==> src/rtl/pipe_stage_buf_pkg.sv <==
// Shared widths and helpers for the pipe_stage_buf inter-stage buffer.
// Statistics helpers are only referenced when PIPE_STAGE_BUF_STAT_EN is defined.
package pipe_stage_buf_pkg;

    localparam int unsigned DEF_BUS_WD = 64;
    localparam int unsigned DEF_DEPTH  = 2;
    localparam int unsigned STAT_WD    = 32;

    localparam logic [STAT_WD-1:0] STAT_MAX = '1;

    // Saturating event counter step
    function automatic logic [STAT_WD-1:0] sat_inc(input logic [STAT_WD-1:0] v,
                                                   input logic               en);
        return (en && (v != STAT_MAX)) ? v + STAT_WD'(1) : v;
    endfunction

endpackage

==> src/rtl/pipe_buf_mem.sv <==
// DEPTH x BUS_WD register array: one synchronous write port, one async read port.
module pipe_buf_mem #(
    parameter int unsigned BUS_WD = 64,
    parameter int unsigned DEPTH  = 2,
    parameter int unsigned PTR_WD = 1
) (
    input  logic              clk,
    input  logic              we,
    input  logic [PTR_WD-1:0] waddr,
    input  logic [BUS_WD-1:0] wdata,
    input  logic [PTR_WD-1:0] raddr,
    output logic [BUS_WD-1:0] rdata
);

    logic [BUS_WD-1:0] mem [DEPTH];

    // Storage is deliberately not reset; validity is tracked by the owner's count
    always_ff @(posedge clk) begin
        if (we) begin
            mem[waddr] <= wdata;
        end
    end

    assign rdata = mem[raddr];

endmodule

==> src/rtl/pipe_stage_buf.sv <==
// DEPTH-entry valid/allowin pipeline buffer with flush; DEPTH=1 is a classic stage register.
// Define PIPE_STAGE_BUF_STAT_EN to add saturating stall_cnt/full_cnt outputs.
module pipe_stage_buf
    import pipe_stage_buf_pkg::*;
#(
    parameter int unsigned BUS_WD = DEF_BUS_WD,
    parameter int unsigned DEPTH  = DEF_DEPTH,
    parameter int unsigned CNT_WD = $clog2(DEPTH + 1)
) (
    input  logic              clk,
    input  logic              resetn,
    input  logic              flush,
    input  logic              in_valid,
    output logic              in_allowin,
    input  logic [BUS_WD-1:0] in_bus,
    output logic              out_valid,
    input  logic              out_allowin,
    output logic [BUS_WD-1:0] out_bus,
`ifdef PIPE_STAGE_BUF_STAT_EN
    output logic [STAT_WD-1:0] stall_cnt,
    output logic [STAT_WD-1:0] full_cnt,
`endif
    output logic [CNT_WD-1:0] occupancy
);

    localparam int unsigned PTR_WD = (DEPTH > 1) ? $clog2(DEPTH) : 1;

    logic [CNT_WD-1:0] count;
    logic [PTR_WD-1:0] rd_ptr;
    logic [PTR_WD-1:0] wr_ptr;
    logic [BUS_WD-1:0] rd_data;
    logic              push;
    logic              pop;
    logic              full;

    function automatic logic [PTR_WD-1:0] ptr_inc(input logic [PTR_WD-1:0] p);
        return (p == PTR_WD'(DEPTH - 1)) ? '0 : p + PTR_WD'(1);
    endfunction

    assign full       = (count == CNT_WD'(DEPTH));
    assign in_allowin = !full || out_allowin;
    assign out_valid  = (count != '0);
    assign push       = in_valid && in_allowin;
    assign pop        = out_valid && out_allowin;
    assign occupancy  = count;
    // Gate the head so out_bus reads zero whenever nothing is valid (incl. reset)
    assign out_bus    = out_valid ? rd_data : '0;

    always_ff @(posedge clk or negedge resetn) begin
        if (!resetn) begin
            count  <= '0;
            rd_ptr <= '0;
            wr_ptr <= '0;
        end else if (flush) begin
            count  <= '0;
            rd_ptr <= '0;
            wr_ptr <= '0;
        end else begin
            if (push) wr_ptr <= ptr_inc(wr_ptr);
            if (pop)  rd_ptr <= ptr_inc(rd_ptr);
            if (push && !pop)      count <= count + CNT_WD'(1);
            else if (pop && !push) count <= count - CNT_WD'(1);
        end
    end

    pipe_buf_mem #(
        .BUS_WD (BUS_WD),
        .DEPTH  (DEPTH),
        .PTR_WD (PTR_WD)
    ) u_mem (
        .clk   (clk),
        .we    (push && !flush),
        .waddr (wr_ptr),
        .wdata (in_bus),
        .raddr (rd_ptr),
        .rdata (rd_data)
    );

`ifdef PIPE_STAGE_BUF_STAT_EN
    // Statistics survive flush; only reset clears them
    always_ff @(posedge clk or negedge resetn) begin
        if (!resetn) begin
            stall_cnt <= '0;
            full_cnt  <= '0;
        end else begin
            stall_cnt <= sat_inc(stall_cnt, out_valid && !out_allowin);
            full_cnt  <= sat_inc(full_cnt, full);
        end
    end
`endif

    always @(posedge clk) begin
        if (resetn) begin
            assert (count <= CNT_WD'(DEPTH))
                else $error("pipe_stage_buf: count %0d above DEPTH %0d", count, DEPTH);
        end
    end

endmodule

==> config.mk <==
export PLATFORM = sky130hd
export DESIGN_NAME = pipe_stage_buf
export DESIGN_NICKNAME = d
export VERILOG_FILES = /design/src/rtl/pipe_stage_buf_pkg.sv /design/src/rtl/pipe_buf_mem.sv /design/src/rtl/pipe_stage_buf.sv
export SDC_FILE = /design/constraint.sdc
export NUM_CORES = 1
export LEC_CHECK = 0
export BUFFER_PORTS_ARGS = -buffer_cell sky130_fd_sc_hd__buf_2
export CAP_MARGIN = 10
export CELL_PAD_IN_SITES_DETAIL_PLACEMENT = 1
export CELL_PAD_IN_SITES_GLOBAL_PLACEMENT = 1
export CORE_UTILIZATION = 43
export DETAILED_ROUTE_END_ITERATION = 16
export PLACE_DENSITY_LB_ADDON = 0.1
export RECOVER_POWER = 50
export SETUP_SLACK_MARGIN = 0.1
export SLEW_MARGIN = 10
export SYNTH_ARGS = -nofsm -noshare
export SYNTH_HDL_FRONTEND = slang
export SYNTH_SLANG_ARGS = --single-unit
==> constraint.sdc <==
create_clock -name clk -period 6.5 [get_ports clk]
set_input_delay 1.625 -clock clk [delete_from_list [all_inputs] [get_ports clk]]
set_output_delay 1.625 -clock clk [all_outputs]
set_load 0.1 [all_outputs]
* After elaboration in Yosys (flattened, before gate mapping)
Memory sizes are Yosys's and may differ from the RTL's.
Cells that the tools add are included.
** Operators by class
- Reduce and logical (&&, ||, !) cells :: 14
- Mux-type cells :: 12
- Equality and inequality tests :: 1
- Add/sub/neg operators :: 4
** Operator list (count)
- $mux 64 :: 1
- $mux 1 :: 8
- $mux 2 :: 3
- $reduce_bool 2->1 :: 3
- $logic_and 1x1->1 :: 5
- $logic_not 1->1 :: 4
- $reduce_bool 3->1 :: 1
- $add 1x1->1 const B :: 2
- $add 2x1->2 const B :: 1
- $eq 2x2->1 const B :: 1
- $sub 2x1->2 const B :: 1
- $logic_or 1x1->1 :: 1
** Word-level totals
- Memories kept :: 1
- Register bits :: 4
- Input port bits :: 69
- Output and inout port bits :: 68
- Bits in writable memories :: 128
** Memories
- u_mem.mem :: depth 2, bits a word 64, read ports 1, clocked after Yosys merged registers in 0, write ports 1, RTL line pipe_buf_mem.sv:15 : logic [BUS_WD-1:0] mem [DEPTH];

* Depth between registers and ports, before layout
- Depth after elaboration :: 9
- Depth in mapped cells :: 4
- Gate-level depth less buffers :: 3

* Hierarchy
From an unflattened synthesis, not the netlist that was laid out.
** Second synthesis, totals
- Cell total of the unflattened synthesis :: 297
- Area total of the unflattened synthesis :: 5600.4 um^2
** Modules (own cells, without submodules)
- pipe_buf_mem :: cells an instance 201, instances 1, area each 4933.5 um^2
- pipe_stage_buf :: cells an instance 96, instances 1, area each 666.9 um^2

* Worst setup path after synthesis
No wires, ideal clock.
- Path type :: input-to-reg
- From :: in out_allowin
- To :: mem u_mem.mem[1][0] (enable)
- Setup slack :: -1.327 ns
- Stages on the path :: 3
- Setup time :: 0.578 ns
- Data arrival time :: 7.249 ns
- Buffers on the path :: 0
- Data required time :: 5.922 ns
- Path through :: or3b_1 > nand2_2 > nor3b_1
** On the way
- Longest elaborated chain between the ends :: 5
** Ends and longest elaborated chain
- from (decl) :: RTL line pipe_stage_buf.sv:17 : input logic out_allowin,
- $logic_or 1x1->1 :: RTL line pipe_stage_buf.sv:41 : assign in_allowin = !full || out_allowin;
- $logic_and 1x1->1 :: RTL line pipe_stage_buf.sv:43 : assign push = in_valid && in_allowin;
- $logic_and 1x1->1 :: RTL line pipe_stage_buf.sv:72 : .we (push && !flush),
- $mux 1 :: RTL line pipe_buf_mem.sv:19 : if (we) begin
- $mux 1 (not written as such) :: RTL line pipe_buf_mem.sv:20 : mem[waddr] <= wdata;
- to (decl) :: RTL line pipe_buf_mem.sv:15
No other way between the ends.

* Worst setup path after layout
- From :: in out_allowin
- To :: mem u_mem.mem[1][2] (enable)
Same word-level chain as after synthesis.

==> results.tsv <==
stage	metric	value	unit
global_routing	Global Route Usage Sum	0.167	
critical_path	Critical Path End Type	flip-flop	
critical_path	reg2reg end	u_mem.mem[1][2]$_DFFE_PP_	
power_and_ir_drop	Power Dens Cells	366	nW/um^2
drt	Vias	2914	
synthesis	share of the synthesized area in the top cell type	0.763	
synthesis	Synth Instances	297	
synthesis	Syn. warnings	0	
critical_path	delay-heaviest family, CP	simple AND/OR/NAND/NOR gates	
cells_and_area	final cell count without fillers	598	
global_routing	GR peak layer	met2	
critical_path	Worst EP required	6.53	ns
critical_path	worst r2r path cells	4	
clocking	Reg clk slew, reported paths	0.05	ns
synthesis	async set-or-reset flop fraction in the synthesized netlist	0.0303	
clocking	Post-CTS Resized	0	
outcome	failing checks	capacitance limit, slew limit	
drt	Post-route DRC	0	
placement	gpl congestion	0.766	
cells_and_area	FILL cells	1170	
clocking	Clock Root Buffer	clkbuf_16	
placement	HPWL after DPL	6150	um
clocking	CTS max path bufs	2	
die	die width	110	um
run	maxcap violations	1	
synthesis	Primary FF master, synth	edfxtp_1	
global_routing	M3 GR Usage	0.0588	
global_routing	initial antenna violation count	1	
worst_hold_path	hold depth	1	
synthesis	cell with the most instances after synthesis	edfxtp_1	
synthesis	Net Count, Synth	366	
global_routing	vias in the first global route	3041	
critical_path	CP bufs+invs	2	
synthesis	Syn Std Cell Area	5040	sq um
critical_path	worst path cell trace	clkbuf_1 -> or3b_1 -> nand2_1 -> nor3b_1 -> buf_4	
die	site row count	39	
placement	Port Buf Inserts	136	
clocking	H-tree Lvls	4	
critical_path	WP data arrival	4.76	ns
sta	Period minus WS final	4.74	ns
die	die height	110	um
critical_path	reg-to-reg critical path startpoint	occupancy[1]$_DFFE_PN0P_	
global_routing	largest net degree at the start of global routing	55	
worst_hold_path	Tightest Hold Check Type	flip-flop to flip-flop	
critical_path	CP Class	input port to flip-flop	
critical_path	CP startpoint kind	input port	
clocking	clock sink count	132	
cells_and_area	ANT cells	0	
power_and_ir_drop	maximum VDD drop	0.000177	V
global_routing	Congestion Overflow GR	0	
clocking	CTS Hold Bufs	0	
clocking	Post CTS Setup Buffer Count	0	
synthesis	Post-synth EDFFs	128	
critical_path	R2R Setup Slk	2.64	ns
synthesis	flop and latch count out of synthesis	132	
sta	Final Setup Violations	0	
synthesis	top cells by area, synth	edfxtp_1 76%, mux2i_1 13%, nor2_1 5.1%	
drt	DRT Pass-1 Iters	6	
critical_path	Crit Path Max Fanout	49	
die	core area	11400	sq um
sta	Relative slew margins	-0.546	
clocking	CTS tree	yes	
cells_and_area	nets	511	
synthesis	Seq/Total Area, Yosys	0.783	
power_and_ir_drop	leak pwr	2.41	nW
die	io pins	137	
drt	Total Wirelength	9820	um
synthesis	Yosys top cell by area	edfxtp_1	
drt	Routed Antenna Nets	0	
drt	routed len/inst	16.4	um
cells_and_area	share of layout cells above drive strength 1	0.314	
sta	Fin. Hold Viols	0	
die	starting density of the core	0.441	
synthesis	top cells by count, synth	128 x edfxtp_1, 68 x nor2_1, 65 x mux2i_1	
global_routing	first-pass GRT wire length	14500	um
sta	Fmax	211	MHz
critical_path	Critical-path top delay cell	nor3b_1	
sta	RSZ-0062 raised after global routing	no	
clocking	clock buffer count from CTS	17	
global_routing	GR met1 Demand/Resource	0.172	
worst_hold_path	HP Start	occupancy[0]$_DFFE_PN0P_	
sta	Period Utilization, post-route	0.729	
sta	Clock Skew	0.00418	ns
sta	worst slew pin tran	2.31	ns
drt	1st-iter DRT viols	84	
sta	Setup TNS Final	0	ns
clocking	clock latency on the worst-skew pair	0.40	ns
placement	placed cell count	566	
sta	Slew Viols, Final	17	
global_routing	routing usage on met2	0.298	
outcome	status	finished, violations left	
drt	Via density	4.87	
cells_and_area	area growth from synthesis to final layout	27.4	%
synthesis	Syn Area/Cell	17.0	sq um
worst_hold_path	end of the worst hold path	occupancy[0]$_DFFE_PN0P_	
synthesis	Netlist cell types	22	
critical_path	Critical Path Max Stage Delay	1.82	ns
die	Die Footprint	12200	sq um
## state kept, by name, indices dropped and copies added (netlist names)
name,count
occupancy,2
u_mem.mem,128
rd_ptr,1
wr_ptr,1
## report_power, final
part / total (mW) / switching (mW) / internal (mW)
clock: 0.934 / 0.335 / 0.598
sequential: 0.991 / 0.0183 / 0.973
combinational: 0.423 / 0.348 / 0.0750
total: 2.35 / 0.702 / 1.65
## worst max path at each step
stage	startpoint	endpoint	depth (start not counted)
after global routing	out_allowin	u_mem.mem[1][2]$_DFFE_PP_	5
after global placement	out_allowin	in_allowin	3
final	out_allowin	u_mem.mem[1][2]$_DFFE_PP_	5
after detailed placement	out_allowin	in_allowin	3
after floorplan	out_allowin	u_mem.mem[1][0]$_DFFE_PP_	3
after CTS	rd_ptr$_DFFE_PN0P_	out_bus[38]	4
## placed cells by master (no fill, tap or decap)
cell type	instances
nor2b_1	1
dfrtp_1	3
buf_4	3
a21oi_1	3
nand2_1	2
clkinvlp_4	1
nor2_1	67
dfrtp_4	1
clkinv_1	3
mux2i_1	65
nor3_1	2
or3b_1	1
mux2_4	1
o21a_1	1
clkinv_2	4
bufinv_16	3
nand2b_1	1
xor2_1	2
edfxtp_1	128
clkbuf_2	1
clkinv_4	3
inv_6	1
nor2_4	1
o21ai_0	1
inv_1	1
and2b_1	1
clkbuf_1	29
clkbuf_16	17
nor3b_1	1
buf_2	107
## cells by family after synthesis
logic type,share of synthesized area
buffers and inverters,0.0146
flip-flops,0.783
XOR/XNOR,0.00348
AND/OR/NAND/NOR,0.0618
multiplexers,0.132
AO/OA/AOI/OAI,0.00546
## per-stage QoR
| stage | total power, mW | instance area, sq um | hold slack [ns] | utilization | worst slack [ns] |
|---|---|---|---|---|---|
| after floorplan | 1.36 | 5050 | 0.630 | - | 0.915 |
| after global placement | 1.43 | 5890 | 0.665 | 0.516 | 2.44 |
| after detailed placement | 1.44 | 5890 | 0.693 | 0.516 | 2.43 |
| after CTS | 2.38 | 6480 | 0.709 | 0.568 | 2.23 |
| after global routing | 2.43 | 6420 | 0.730 | 0.562 | 1.33 |
| final | 2.35 | 6420 | 0.709 | 0.562 | 1.76 |
## cell type report
class                      instances  area (sq um)  share of cell area
inverter                           1          3.75            0.000585
sequential                       132          3950               0.615
clock buffer                      17           425              0.0663
timing repair buffer             140           672               0.105
multi-input combinational        150          1030               0.160
tap                              143           179              0.0279
clock inverter                    15           164              0.0255
## routing by layer
metal	vias up	wire, um
met5	-	0
met4	0	161
met3	15	610
met2	84	5200
met1	1420	3840
li1	1395	-
Power figures use the tool's default switching activity.
